### src/rtl/spi_bus_pkg.sv
// Shared types and helpers for the SPI bus router: FSM state encoding and
// chip-select level mapping.
package spi_bus_pkg;

  typedef enum logic [1:0] {
    StIdle,
    StGap,
    StActive
  } state_e;

  // A byte boundary is reached when the low three count bits return to zero.
  localparam int unsigned ByteMask = 7;

  function automatic logic cs_level(input logic active, input logic pol_bit);
    return active ? pol_bit : ~pol_bit;
  endfunction

endpackage

### src/rtl/spi_gap_timer.sv
// Down-counter timing the break-before-make gap; load wins over decrement.
module spi_gap_timer #(
  parameter int unsigned Width = 2
) (
  input  logic             clk,
  input  logic             rst_n,
  input  logic             load_i,
  input  logic             en_i,
  input  logic [Width-1:0] value_i,
  output logic [Width-1:0] count_o,
  output logic             expired_o
);

  logic [Width-1:0] count_q, count_d;

  always_comb begin
    count_d = count_q;
    if (load_i) begin
      count_d = value_i;
    end else if (en_i) begin
      count_d = count_q - Width'(1);
    end
  end

  always_ff @(posedge clk or negedge rst_n) begin
    if (!rst_n) begin
      count_q <= '0;
    end else begin
      count_q <= count_d;
    end
  end

  assign count_o   = count_q;
  assign expired_o = (count_q == '0);

endmodule

### src/rtl/spi_bus_router.sv
// SPI fabric between one master and NUM_CH slaves: code decode, break-before-make
// gap between selections, per-channel CS polarity / SCK idle level, MISO mux, bit counter.
module spi_bus_router
  import spi_bus_pkg::*;
#(
  parameter int unsigned       NUM_CH      = 4,
  parameter int unsigned       SEL_W       = 4,
  parameter int unsigned       GAP_CYC     = 4,
  parameter logic [NUM_CH-1:0] CS_ACT_HIGH = '1,
  parameter logic [NUM_CH-1:0] CPOL        = '0,
  parameter int unsigned       CNT_W       = 16
) (
  input  logic              clk,
  input  logic              rst_n,
  input  logic [SEL_W-1:0]  ss_code,
  input  logic              sck_in,
  input  logic              mosi_in,
  output logic              miso_out,
  output logic [NUM_CH-1:0] cs_out,
  output logic [NUM_CH-1:0] sck_out,
  output logic              mosi_out,
  input  logic [NUM_CH-1:0] miso_in,
  output logic [SEL_W-1:0]  active_ch,
  output logic              busy,
  output logic [CNT_W-1:0]  bit_cnt,
  output logic              byte_done
);

  localparam logic [SEL_W-1:0] NoCh = SEL_W'(NUM_CH);
  localparam int unsigned GapW = (GAP_CYC > 1) ? $clog2(GAP_CYC) : 1;

  state_e            state_q, state_d;
  logic [SEL_W-1:0]  code_q, tgt_q, tgt_d;
  logic              sck_q;
  logic [NUM_CH-1:0] cs_out_q, cs_out_d, sck_out_q, sck_out_d;
  logic              miso_q, miso_d, mosi_q;
  logic [SEL_W-1:0]  active_ch_q, active_ch_d;
  logic              busy_q, busy_d;
  logic [CNT_W-1:0]  bit_cnt_q, bit_cnt_d, cnt_next;
  logic              byte_done_q, byte_done_d;

  logic             code_valid, code_chg, rise;
  logic             gap_load, gap_expired;
  logic [GapW-1:0]  gap_count;
  logic             cnt_clr, cnt_inc, is_active, sel;

  spi_gap_timer #(
    .Width(GapW)
  ) u_gap_timer (
    .clk      (clk),
    .rst_n    (rst_n),
    .load_i   (gap_load),
    .en_i     ((state_q == StGap) && (gap_count != '0)),
    .value_i  (GapW'(GAP_CYC - 1)),
    .count_o  (gap_count),
    .expired_o(gap_expired)
  );

  // The FSM works on the registered code so a change is judged against tgt_q.
  always_comb begin
    code_valid = (code_q < NoCh);
    code_chg   = (code_q != tgt_q);
    rise       = sck_in & ~sck_q;
    state_d    = state_q;
    tgt_d      = tgt_q;
    gap_load   = 1'b0;
    cnt_clr    = 1'b0;
    cnt_inc    = 1'b0;
    unique case (state_q)
      StIdle: begin
        if (code_valid) begin
          state_d  = StGap;
          tgt_d    = code_q;
          gap_load = 1'b1;
        end
      end
      StGap: begin
        if (!code_valid) begin
          state_d = StIdle;
          tgt_d   = NoCh;
        end else if (code_chg) begin
          tgt_d    = code_q;
          gap_load = 1'b1;
        end else if (gap_expired) begin
          state_d = StActive;
          cnt_clr = 1'b1;
        end
      end
      StActive: begin
        // A code change wins over a coincident SCK rise.
        if (code_chg) begin
          if (!code_valid) begin
            state_d = StIdle;
            tgt_d   = NoCh;
          end else begin
            state_d  = StGap;
            tgt_d    = code_q;
            gap_load = 1'b1;
          end
        end else begin
          cnt_inc = rise;
        end
      end
      default: begin
        state_d = StIdle;
        tgt_d   = NoCh;
      end
    endcase
  end

  always_comb begin
    cnt_next    = bit_cnt_q + CNT_W'(1);
    bit_cnt_d   = cnt_clr ? '0 : (cnt_inc ? cnt_next : bit_cnt_q);
    // A wrap lands on zero, so it also satisfies the byte-boundary test.
    byte_done_d = cnt_inc && ((cnt_next & CNT_W'(ByteMask)) == '0);
    is_active   = (state_d == StActive);
    active_ch_d = is_active ? tgt_d : NoCh;
    busy_d      = (state_d != StIdle);
    miso_d      = 1'b0;
    sel         = 1'b0;
    cs_out_d    = '0;
    sck_out_d   = '0;
    for (int i = 0; i < int'(NUM_CH); i++) begin
      sel          = is_active && (tgt_d == SEL_W'(i));
      cs_out_d[i]  = cs_level(sel, CS_ACT_HIGH[i]);
      sck_out_d[i] = sel ? sck_in : CPOL[i];
      if (sel) begin
        miso_d = miso_in[i];
      end
    end
  end

  always_ff @(posedge clk or negedge rst_n) begin
    if (!rst_n) begin
      state_q     <= StIdle;
      code_q      <= NoCh;
      tgt_q       <= NoCh;
      sck_q       <= 1'b0;
      cs_out_q    <= ~CS_ACT_HIGH;
      sck_out_q   <= CPOL;
      miso_q      <= 1'b0;
      mosi_q      <= 1'b0;
      active_ch_q <= NoCh;
      busy_q      <= 1'b0;
      bit_cnt_q   <= '0;
      byte_done_q <= 1'b0;
    end else begin
      state_q     <= state_d;
      code_q      <= ss_code;
      tgt_q       <= tgt_d;
      sck_q       <= sck_in;
      cs_out_q    <= cs_out_d;
      sck_out_q   <= sck_out_d;
      miso_q      <= miso_d;
      mosi_q      <= mosi_in;
      active_ch_q <= active_ch_d;
      busy_q      <= busy_d;
      bit_cnt_q   <= bit_cnt_d;
      byte_done_q <= byte_done_d;
    end
  end

  assign cs_out    = cs_out_q;
  assign sck_out   = sck_out_q;
  assign miso_out  = miso_q;
  assign mosi_out  = mosi_q;
  assign active_ch = active_ch_q;
  assign busy      = busy_q;
  assign bit_cnt   = bit_cnt_q;
  assign byte_done = byte_done_q;

endmodule

### config.mk
export PLATFORM = sky130hd
export DESIGN_NAME = spi_bus_router
export DESIGN_NICKNAME = d
export VERILOG_FILES = /design/src/rtl/spi_bus_pkg.sv /design/src/rtl/spi_gap_timer.sv /design/src/rtl/spi_bus_router.sv
export SDC_FILE = /design/constraint.sdc
export NUM_CORES = 1
export LEC_CHECK = 0
export ABC_AREA = 1
export CAP_MARGIN = 20
export CORE_MARGIN = 4
export CORE_UTILIZATION = 50
export CTS_CLUSTER_SIZE = 20
export DETAILED_ROUTE_END_ITERATION = 6
export GPL_TIMING_DRIVEN = 0
export HOLD_SLACK_MARGIN = 0.12
export PLACE_DENSITY = 0.87
export SYNTH_ARGS = -nofsm -noshare
export SYNTH_HDL_FRONTEND = slang
export SYNTH_HIERARCHICAL = 1
export SYNTH_SLANG_ARGS = --single-unit
### constraint.sdc
create_clock -name clk -period 2.11 [get_ports clk]
set_clock_uncertainty 0.15 [all_clocks]
set_input_delay 0.633 -clock clk [delete_from_list [all_inputs] [get_ports clk]]
set_output_delay 0.633 -clock clk [all_outputs]
set_load 0.1 [all_outputs]
==> results_dict.tcl, run 1 <==
set metrics [dict create \
    p_sw_share_pct 28.02 \
    wl_met1_mm 1.901 \
    antenna_left 0 \
    hold_depth 1 \
    clock_latency_ns 0.29 \
    critPathMaxStageDelay_ns 0.57 \
    numPortBuffers 43 \
    antenna_cells 0 \
    tightestPinTransition_ns 0.5618 \
    htreeDepth 2 \
    finalCritPeriodShare_pct 97.96 \
    status "finished clean" \
    ir_drop_v 0.0004849 \
    rsz0062_at_grt "false" \
    crit_path_end_kind "primary output" \
    cts_tree "yes" \
    reg2reg_setup_slack_ns 0.16 \
    avgRoutedWirePerCell_um 12.40 \
    antenna_found_initial 0 \
    p_per_area_mw_per_mm2 650.3 \
    synth_xor_area_share_pct 1.916 \
    clockBufferDepth 2 \
    drive_above_1_share_pct 27.64 \
    relSlewSlack_pct 62.72 \
    seq_power_share_pct 48.3 \
    num_vias 1902 \
    power_mw 1.945 \
    clkTransAtPathRegs_ns 0.08 \
    pre_cts_ws_ns -0.3371 \
    crit_required_ns 1.33 \
    cp-start-kind "flip-flop" \
    fmax_mhz 483.8 \
    fin_crit_ns 2.067 \
    synth_mux_area_share_pct 0 \
    report.final.slew_viol_count 0 \
    ff2ff_path_depth 12 \
    hpwl_mm 3.637 \
    cp_max_fo 5 \
    ios 44 \
    routed_wl_mm 4.639 \
    ys_ff_latch 45 \
    grtUsageTotal_pct 17.27 \
    gp_congestion 0.8815 \
    slowest_stage "clkdlybuf4s18_2" \
    hold_class "flip-flop to flip-flop" \
    synth_top_family_by_area "simple AND/OR/NAND/NOR gates" \
    drtPass1Iterations 4 \
    clkPwrFrac_pct 34.4 \
    synth_warnings 6 \
    final_common_cell "nand2_1" \
    syn_area_sq_mm 0.002286 \
    cts.sinks 45 \
    root_buffer "clkbuf_8" \
    overflow 0 \
    cp_cell_sequence "clkdlybuf4s18_2" \
    worst_slack_ns 0.04306 \
    first_global_vias 1850 \
    synth_compound_area_share_pct 5.145 \
    p_sw_uw 545.0 \
    hold_violations 0 \
    cts-buffers-inserted 5 \
    cap_viol_max_count 0 \
    crit_family "buffers and inverters" \
    die_h_um 75.62 \
    leakagePower_nw 1.465 \
    yosysUniqueCellTypes 31 \
    avgSynthCellArea_sq_um 8.659 \
    path_class "flip-flop to primary output" \
    drc 0 \
    routed-wl-met2_mm 2.402 \
    fp.dieW_um 75.62 \
    core_sq_mm 0.004384 \
    initial_core_util_pct 52.14 \
    syn2layout_area_growth_pct 30.87 \
    ys_seq_area_share_pct 49.43 \
    crit_cells 1 \
    synth_cells 264 \
    die_area_sq_mm 0.005718 \
    grt_max_degree 30 \
    p_comb_share_pct 17.4 \
    p_int_mw 1.400 \
    worstPathArrival_ns 1.28 \
    grt_pass1_wl_mm 7.652 \
    layout.nets 336 \
    rows 24 \
    wl_met3_um 311 \
    via_per_inst 5.086 \
    synthSimpleGateAreaFrac_pct 33.66 \
    top_layer_used "met4" \
    timing.critical_path.buf_inv 1 \
    synth-adder-area-share_pct 1.642 \
    drtIter0Drc 98 \
    final_cell_mix "nand2_1, inv_1, dfrtp_1, clkdlybuf4s15_2, nor2_1" \
    finalSetupViolations 0 \
]
flip-flops by register name, indices dropped and copies added, names as in the netlist:
name	cells
bit_cnt	16
active_ch	4
code_q	4
cs_out	4
sck_out	4
tgt_q	4
state_q	2
u_gap_timer/count_o	2
busy	1
byte_done	1
miso_out	1
mosi_out	1
sck_q	1
metrics by stage:
stage / setup TNS, ns / hold WS (ns) / cell area, sq um / util, % / instances
after CTS: 0 / 0.3749 / 2967 / 67.67 / 370
final: 0 / 0.3763 / 2992 / 68.24 / 374
after detailed placement: -8.904 / 0.3629 / 2808 / 64.04 / 361
after floorplan: -0.01792 / 0.1874 / 2297 / - / 265
after global routing: 0 / 0.3992 / 2992 / 68.24 / 374
after global placement: -47.36 / 0.3551 / 2793 / 63.70 / 360
per-layer routing:
metal,track usage [%],up-vias
met2,31.64,58
li1,-,949
met5,0,-
met4,4.078,0
met1,20.77,891
met3,3.430,4
power groups by stage:
stage	Combinational, mW	Sequential (mW)	Clock [mW]
final	0.338	0.939	0.669
after global routing	0.373	0.944	0.719
after CTS	0.343	0.938	0.685
after detailed placement	0.344	0.954	0
after global placement	0.328	0.953	0
after floorplan	0.182	1.01	0
cell families (layout without fill, tap and decap cells):
group | count (synthesis) | count (layout)
other | 1 | 2
xor gates and xnor gates | 5 | 5
DFF | 45 | 45
buffers and inverters | 48 | 105
adders and majority gates | 3 | 3
and+or+nand+nor | 141 | 141
AOI/OAI and AO/OA | 21 | 21
layout make-up:
type / count / area [sq um]
inverters: 47 / 176.4
fillers: 365 / 1393
repair buffers: 49 / 501.7
well taps: 52 / 65.06
clock inverters: 2 / 37.54
multi-input cells: 172 / 983.4
flip-flops and latches: 45 / 1137
plain buffers: 1 / 7.507
clock buffers: 6 / 82.58
synth_stat cells:
cell type	instances	area share, %
nand2_2	10	2.7
a21oi_1	8	1.8
dfrtp_1	42	46
o21ai_2	1	0.38
nor3_1	8	1.8
nand2_1	46	7.6
nor2_1	25	4.1
ha_1	3	1.6
nor2_8	2	1.8
dfstp_2	3	3.4
inv_2	2	0.33
nand3b_1	3	0.99
nand4_1	7	1.9
nand3_1	22	4.8
conb_1	1	0.16
or2_2	1	0.27
nand3_2	2	0.88
nor2_2	4	1.1
o32ai_1	1	0.38
o21ai_1	1	0.22
buf_4	1	0.33
nand2_4	4	2.0
o21a_1	2	0.66
o21ai_0	8	1.8
xor2_1	5	1.9
clkinv_1	1	0.16
nor3_2	1	0.44
nand4_4	2	1.9
nor2_4	2	0.99
inv_1	44	7.2
nor4_1	2	0.55
final timing paths:
| path | from | to |
|---|---|---|
| setup / recovery | bit_cnt[2] | bit_cnt[2] |
| hold / removal | bit_cnt[7] | bit_cnt[7] |
| setup reg to reg | tgt_q[2] | miso_out |
| hold reg to reg | bit_cnt[7] | bit_cnt[7] |
| max in group asynchronous | rst_n | bit_cnt[1] |
| min in group asynchronous | rst_n | bit_cnt[13] |
timing repair:
action / in CTS / in global routing
setup endpoints to repair: 34 / 13
setup buffers: 0 / 4
hold buffers: 1 / 0
gates resized for setup: 102 / 7
pin swaps: 0 / 2
endpoints found under the hold margin: 13 / 0
Note: power is estimated with default switching activity, not from simulation.
==> run 2: changes to the inputs <==
--- a/config.mk
+++ b/config.mk
@@ -6,14 +6,17 @@
 export NUM_CORES = 1
 export LEC_CHECK = 0
 export ABC_AREA = 1
+export ABC_CLOCK_PERIOD_IN_PS = 2110
 export CAP_MARGIN = 20
 export CORE_MARGIN = 4
 export CORE_UTILIZATION = 50
 export CTS_CLUSTER_SIZE = 20
 export DETAILED_ROUTE_END_ITERATION = 6
+export GPL_ROUTABILITY_DRIVEN = 0
 export GPL_TIMING_DRIVEN = 0
 export HOLD_SLACK_MARGIN = 0.12
 export PLACE_DENSITY = 0.87
+export SKIP_CTS_REPAIR_TIMING = 1
 export SYNTH_ARGS = -nofsm -noshare
 export SYNTH_HDL_FRONTEND = slang
 export SYNTH_HIERARCHICAL = 1
==> run 2 against run 1 <==
Wire length increased by 0.67%. Core utilization decreased by 4.4 points. Sequential share of layout area increased by 2.6 points. Clock power decreased by 17%. Critical path depth unchanged. Power decreased by 6.4%. Combinational power decreased by 2%. Largest cell class unchanged.
==> results_dict.tcl, run 2 (synthesized netlist as in run 1, its figures left out) <==
set metrics [dict create \
    slowest_stage "dfstp_2" \
    tightestPinTransition_ns 0.5494 \
    path_class "flip-flop to primary output" \
    htreeDepth 2 \
    clockBufferDepth 2 \
    antenna_cells 0 \
    rsz0062_at_grt "false" \
    crit_family "flip-flops" \
    layout.nets 337 \
    fp.dieW_um 75.62 \
    hold_violations 0 \
    antenna_left 0 \
    cts.sinks 45 \
    avgRoutedWirePerCell_um 12.45 \
    grt_max_degree 30 \
    via_per_inst 5.088 \
    numPortBuffers 43 \
    grt_pass1_wl_mm 7.810 \
    leakagePower_nw 1.480 \
    overflow 0 \
    cap_viol_max_count 0 \
    timing.rr.start "code_q[2]" \
    startpoint "active_ch[2]" \
    ios 44 \
    r2r-end "bit_cnt[14]" \
    final_cell_mix "nand2_1, inv_1, dfrtp_1, clkbuf_2, nor2_1" \
    syn2layout_area_growth_pct 22.44 \
    fillers 389 \
    drc 0 \
    finalCritPeriodShare_pct 96.64 \
    drive_above_1_share_pct 27.86 \
    final_common_cell "nand2_1" \
    timing.critical_path.buf_inv 1 \
    drtPass1Iterations 4 \
    reg2reg_setup_slack_ns 0.18 \
    rows 24 \
    cp-start-kind "flip-flop" \
    fmax_mhz 490.4 \
    hpwl_mm 3.663 \
    crit_required_ns 1.33 \
    ff2ff_path_depth 9 \
    num_vias 1908 \
    die_h_um 75.62 \
    relSlewSlack_pct 63.53 \
    worstSetupEndpoint "active_ch[2]" \
    crit_cells 1 \
    cp_cell_sequence "clkbuf_2" \
    fin_cells 375 \
    die_area_sq_mm 0.005718 \
    fin_crit_ns 2.039 \
    crit_path_end_kind "primary output" \
    timing.hold.ws_ns 0.3731 \
    worstPathArrival_ns 1.26 \
    grtUsageTotal_pct 18.25 \
    finalSetupViolations 0 \
    core_sq_mm 0.004384 \
    critPathMaxStageDelay_ns 0.52 \
    initial_core_util_pct 52.14 \
    largest_reg_flops 16 \
    dp_cells 361 \
    routed_wl_mm 4.670 \
    antenna_found_initial 0 \
    drtIter0Drc 119 \
    p_per_area_mw_per_mm2 650.8 \
    cts-buffers-inserted 5 \
    first_global_vias 1819 \
    cp_max_fo 1 \
    clkTransAtPathRegs_ns 0.08 \
    hold_class "flip-flop to flip-flop" \
    cts_tree "yes" \
    clock_latency_ns 0.30 \
    report.final.slew_viol_count 0 \
    ir_drop_v 0.0004198 \
    status "finished clean" \
    root_buffer "clkbuf_8" \
]
==> run 2: cell count changes in the layout (fill, tap and decap cells not counted), sizes merged <==
cell	before	now
clkinv	1	3
clkdlybuf4s15	25	0
clkbuf	6	38
buf	10	8
clkdlybuf4s18	4	0
bufinv	1	0
clkinvlp	1	0
==> run 2: power by group <==
part	leakage, nW	switching (mW)	internal (mW)	total [mW]
sequential	0.584	0.0332	0.905	0.938
combinational	0.844	0.227	0.104	0.331
clock	0.0512	0.287	0.265	0.552
==> run 2: area by class of cell <==
class / count / area [sq um] / area share, %
clock inverter: 2 / 13.76 / 0.4917
clock buffer: 6 / 82.58 / 2.950
timing repair buffer: 50 / 332.8 / 11.89
sequential: 45 / 1137 / 40.63
multi-input combinational: 172 / 983.4 / 35.14
inverter: 47 / 176.4 / 6.303
tap: 52 / 65.06 / 2.325
buffer: 1 / 7.507 / 0.2682
==> run 2: worst min path at each step <==
stage / slack [ns] / end / cells after the start / from
6_report: 0.37 / bit_cnt[7] / 1 / bit_cnt[7]
5_1_grt: 0.40 / bit_cnt[7] / 1 / bit_cnt[7]
4_1_cts: 0.1 / mosi_out / 1 / rst_n
3_5_place_dp: 0.36 / bit_cnt[7] / 1 / bit_cnt[7]
3_3_place_gp: 0.35 / bit_cnt[7] / 1 / bit_cnt[7]
2_1_floorplan: 0.19 / active_ch[0] / 0 / rst_n
==> run 2: routing by layer <==
metal | track usage [%] | share of wire [%] | vias to the layer above
li1 | - | - | 959
met1 | 21.23 | 40 | 875
met2 | 31.16 | 50 | 64
met3 | 5.937 | 7.8 | 10
met4 | 7.184 | 2.1 | 0
met5 | 0 | 0 | -
==> run 2: worst reg2reg max path, cell delays in order, from the launching register on <==
cell and delay, ns:
dfstp_2 0.55, inv_1 0.04, nand2_1 0.06, nand2_2 0.08, nor2_8 0.17, nand2_4 0.09, nor2_1 0.15, nand4_1 0.26
nand3_1 0.16, o21ai_0 0.11
==> run 2: metrics by stage <==
step / power [mW] / TNS, ns / setup WS (ns) / util [%] / area (sq um)
5_1_grt: 1.932 / 0 / 0.01212 / 63.84 / 2799
3_3_place_gp: 1.281 / -46.93 / -1.028 / 63.70 / 2793
2_1_floorplan: 1.196 / -0.01792 / -0.01792 / - / 2297
3_5_place_dp: 1.299 / -8.795 / -0.3387 / 64.04 / 2808
6_report: 1.822 / 0 / 0.07100 / 63.84 / 2799
4_1_cts: 1.854 / -16.03 / -0.6262 / 66.24 / 2904
==> run 3: changes to the inputs <==
--- a/config.mk
+++ b/config.mk
@@ -9,13 +9,13 @@
 export ABC_CLOCK_PERIOD_IN_PS = 2110
 export CAP_MARGIN = 20
 export CORE_MARGIN = 4
-export CORE_UTILIZATION = 50
+export CORE_UTILIZATION = 51
 export CTS_CLUSTER_SIZE = 20
 export DETAILED_ROUTE_END_ITERATION = 6
 export GPL_ROUTABILITY_DRIVEN = 0
 export GPL_TIMING_DRIVEN = 0
 export HOLD_SLACK_MARGIN = 0.12
-export PLACE_DENSITY = 0.87
+export PLACE_DENSITY = 0.89
 export SKIP_CTS_REPAIR_TIMING = 1
 export SYNTH_ARGS = -nofsm -noshare
 export SYNTH_HDL_FRONTEND = slang
==> run 3 against run 2 <==
Core utilization is 0.18 points higher. Non-clock buffer count is 1 lower. Via count is 0.84% higher. Sequential power hardly changed. Die area is 1.8% lower. Count of clock-buffer cells in the layout is 2 higher. First-iteration DRC count is 5.9% higher. Sequential share of layout area is 0.16 points higher. Critical path depth stayed put.
==> results_dict.tcl, run 3 (synthesized netlist as in run 1, its figures left out) <==
set metrics [dict create \
    numPortBuffers 43 \
    p_per_area_mw_per_mm2 636.0 \
    ff2ff_path_depth 13 \
    tightestPinTransition_ns 0.5531 \
    clkTransAtPathRegs_ns 0.08 \
    report.final.slew_viol_count 0 \
    final_common_cell "nand2_1" \
    core_sq_mm 0.004354 \
    antenna_left 0 \
    fp.dieW_um 74.95 \
    hold_violations 0 \
    overflow 0 \
    r2r-end "miso_out" \
    htreeDepth 2 \
    cap_viol_max_count 0 \
    fin_crit_ns 2.049 \
    rows 24 \
    avgRoutedWirePerCell_um 12.55 \
    worstPathArrival_ns 1.27 \
    grt_pass1_wl_mm 7.831 \
    ios 44 \
    antenna_found_initial 0 \
    first_global_vias 1866 \
    timing.rr.start "tgt_q[2]" \
    root_buffer "clkbuf_8" \
    crit_cells 1 \
    reg2reg_setup_slack_ns 0.19 \
    timing.critical_path.buf_inv 1 \
    grt_max_degree 26 \
    fmax_mhz 488.0 \
    slowest_stage "dfstp_2" \
    layout.nets 336 \
    dp_cells 361 \
    critPathMaxStageDelay_ns 0.53 \
    hpwl_mm 3.653 \
    cp-start-kind "flip-flop" \
    relSlewSlack_pct 63.28 \
    fillers 383 \
    cp_max_fo 1 \
    fin_cells 374 \
    via_per_inst 5.144 \
    ir_drop_v 0.0004200 \
    leakagePower_nw 1.471 \
    cts-buffers-inserted 5 \
    routed_wl_mm 4.693 \
    drc 0 \
    timing.hold.ws_ns 0.1389 \
    largest_reg_flops 16 \
    drtPass1Iterations 4 \
    clock_latency_ns 0.29 \
    die_area_sq_mm 0.005618 \
    finalSetupViolations 0 \
    clockBufferDepth 2 \
    multiInputGateArea_sq_um 991.0 \
    crit_path_end_kind "primary output" \
    num_vias 1924 \
    antenna_cells 0 \
    drive_above_1_share_pct 26.71 \
    die_h_um 74.95 \
    cts_tree "yes" \
    path_class "flip-flop to primary output" \
    status "finished clean" \
    initial_core_util_pct 52.50 \
    seq_area_sq_mm 0.001137 \
    grtUsageTotal_pct 17.82 \
    syn2layout_area_growth_pct 21.95 \
    crit_required_ns 1.33 \
    finalCritPeriodShare_pct 97.12 \
    crit_family "flip-flops" \
    hold_class "primary input to asynchronous set/reset pin" \
    drtIter0Drc 126 \
    cp_cell_sequence "clkbuf_2" \
    cts.sinks 45 \
    final_cell_mix "nand2_1, inv_1, dfrtp_1, clkbuf_2, nor2_1" \
]
-- run 3: cell types whose count changed in the layout (fill, tap and decap cells not counted) --
cell           delta
clkbuf_1          +3
buf_12            -1
buf_16            +1
clkbuf_8          -1
clkinv_2          -1
clkinv_4          -1
dlygate4sd3_1     -1
inv_1             +1
inv_2             -1
o21ai_2           -1
o21ai_4           +1
-- run 3: worst max-delay path by stage --
stage	start	slack, ns	end
floorplan	bit_cnt[5]	-0.02	bit_cnt[14]
CTS	active_ch[2]	-0.64	active_ch[2]
global placement	rst_n	-1.03	bit_cnt[0]
global route	sck_in	-0.01	bit_cnt[3]
detailed placement	sck_in	-0.36	bit_cnt[9]
finish	active_ch[2]	0.06	active_ch[2]
-- run 3: metrics by stage --
step	cell area (sq um)	utilization, %	power, mW	setup WS, ns	TNS, ns
floorplan	2297	-	1.196	-0.01792	-0.01792
global placement	2793	64.14	1.279	-1.026	-46.68
detailed placement	2815	64.66	1.296	-0.3563	-8.734
CTS	2895	66.49	1.804	-0.6350	-15.88
global route	2788	64.02	1.868	-0.009820	-0.009820
finish	2788	64.02	1.773	0.06086	0
-- run 3: layout make-up --
cell class                      instances  share of cell area, %
Sequential cell                        45                  40.80
Multi-Input combinational cell        172                  35.55
Timing Repair Buffer                   49                  11.85
Inverter                               47                  6.329
Clock buffer                            8                  2.873
Tap cell                               52                  2.334
Buffer                                  1                 0.2693
-- run 3: metal layers --
layer	track usage [%]	vias up	part of all wire (%)
met5	0	-	0
met4	5.138	0	0.98
met3	3.738	5	7.6
met2	31.43	57	50
met1	21.91	909	41
li1	-	953	-
-- run 3: report_power, final --
group          leakage [nW]  switching [mW]  total, mW  internal (mW)
Combinational         0.847           0.228      0.334          0.106
Clock                0.0395           0.265      0.500          0.235
Sequential            0.584          0.0338      0.939          0.905
==> RTL edit, RTL diff (config.mk and constraints of run 2) <==
The 3 states of `state_e` get a one-hot encoding in 3 bits.
--- a/src/rtl/spi_bus_pkg.sv
+++ b/src/rtl/spi_bus_pkg.sv
@@ -2,10 +2,10 @@
 // chip-select level mapping.
 package spi_bus_pkg;
 
-  typedef enum logic [1:0] {
-    StIdle,
-    StGap,
-    StActive
+  typedef enum logic [2:0] {
+    StIdle   = 3'b001,
+    StGap    = 3'b010,
+    StActive = 3'b100
   } state_e;
 
   // A byte boundary is reached when the low three count bits return to zero.
Function: same outputs for any inputs over 10 cycles, from zero or initial values and one cycle with rst_n low; not proved beyond that.
==> RTL edit against run 2 <==
The flow now finishes with violations (negative setup slack). Area after synthesis is 1.5% lower. Register-to-register slack worse by 0.22 ns. Setup slack worse by 0.11 ns. Final area is 4.0% higher. Via count is 1.7% lower. Power is 7.6% lower. Sequential cell count is 1 higher. First-iteration DRC count is 13% lower. Combinational power is 29% lower. Routed wire length is 3.4% higher. Count of clock-buffer cells in the layout is 2 higher. Clock power is 6.9% lower. Utilization is 3.0 points higher. Highest routed layer unchanged.
==> RTL edit: results <==
[run_status]
status = complete, but fails checks
violations = negative setup slack

[synth]
synth-edff-count = 0
yosys_warnings = 6
synthFlopType = dfrtp_1
synth_fa_ha_area_frac = 0.0167
synth.distinct_cells = 39
synthMuxAreaShare = 0
yosysSeqAreaShare = 0.514
synth_xor_area_frac = 0.0117
synthTopCellsByArea = dfrtp_1 47%, nand2_1 8.2%, inv_1 6.5%
synth_compound_area_frac = 0.0745
syn_inst = 256
yosys-top-cells-count = 49 x nand2_1, 42 x dfrtp_1, 39 x inv_1

[global_route]
grt.total_usage = 0.172
grt_pass1_wl_mm = 7.40
grt_max_degree = 31
grt_pass1_vias = 1709

[worst_setup_path]
path_max_fanout = 4
reg2reg_depth = 17
crit_arrival_ns = 2.19

[layout]
num_antenna_cells = 0
nets = 335
largest_reg_flops = 16
layout-drive-gt1-share = 0.361
fin_cells = 373

[sta]
worst_slew_pin_slew_ns = 0.550
timing.setup.tns_ns = -0.0824
drv_slew = 0
finalSetupViolations = 3
finalWorstSetupSlack_ns = -0.0402
hold_viol = 0

[cts]
root_buffer = clkbuf_8
path_clk_slew_ns = 0.08
cts.path.max_buffers = 2
clk_latency_ns = 0.29

[pwr]
cellLeakagePower_nw = 1.53
ir_drop_mv = 0.322
switching_share = 0.268

[placed_design]
pre_cts_slack_ns = -0.288
place_hpwl_mm = 3.42
placedCellCount = 353
dpl_cell_area_um2 = 2780

[detailed_routing]
routedWlPerCell_um = 12.9
drt_iter0_drc = 104
viasPerCell = 5.03
firstDrtPassIters = 4

[min_path]
hold_class = in2async
==> RTL edit: path summary, 6_finish.rpt <==
check                                    start                   to
setup / recovery           code_q[2]$_DFF_PN1_   miso_out$_DFF_PN0_
hold / removal                           rst_n  code_q[1]$_DFF_PN0_
setup reg to reg           code_q[2]$_DFF_PN1_   miso_out$_DFF_PN0_
hold reg to reg                sck_q$_DFF_PN0_  byte_done$_DFF_PN0_
max in group asynchronous                rst_n   tgt_q[2]$_DFF_PN1_
min in group clk               sck_q$_DFF_PN0_  byte_done$_DFF_PN0_
==> RTL edit: cell families after synthesis <==
group / Yosys count
AOI/OAI and AO/OA: 27
xor gates and xnor gates: 3
adders and majority gates: 3
and+or+nand+nor: 127
other: 1
buffers and inverters: 49
DFF: 46
==> RTL edit: power groups by stage <==
stage / registers, mW / logic (mW) / clock network (mW)
floorplan: 0.961 / 0.116 / 0
global placement: 0.947 / 0.191 / 0
detailed placement: 0.949 / 0.203 / 0
CTS: 0.932 / 0.205 / 0.523
global route: 0.936 / 0.262 / 0.560
finish: 0.933 / 0.236 / 0.514
==> RTL edit: through the flow <==
step	hold slack (ns)	power, mW
2_1_floorplan	0.187	1.08
3_3_place_gp	0.272	1.14
3_5_place_dp	0.280	1.15
4_1_cts	0.110	1.66
5_1_grt	0.126	1.76
6_report	0.101	1.68
==> RTL edit: worst max-delay path, cell delays in order, from the launching register on <==
cell and delay (ns):
dfstp_2 0.56, inv_2 0.03, nand2_1 0.06, nand2_2 0.06
nor2_4 0.13, buf_6 0.13, nand2_4 0.06, nor3_4 0.20
buf_6 0.13, nor2_4 0.04, inv_4 0.07, nand2_4 0.06
clkinv_4 0.08, nand2_4 0.05, nand2_2 0.06, nor2_1 0.04
nor2_1 0.11, nor2_1 0.05
==> RTL edit: routing by layer <==
layer	vias to the layer above	share of wire	GRT usage
met1	882	0.42	0.222
met3	5	0.064	0.0467
met5	-	0	0
met4	0	0.0062	0.0514
met2	49	0.51	0.281
li1	940	-	-
==> RTL edit: cell type report <==
class / instances / area, µm²
flip-flops and latches: 46 / 1170
fillers: 342 / 1440
inverters: 47 / 189
plain buffers: 2 / 12.5
well taps: 52 / 65.1
repair buffers: 56 / 383
clock buffers: 8 / 80.1
multi-input cells: 162 / 1010
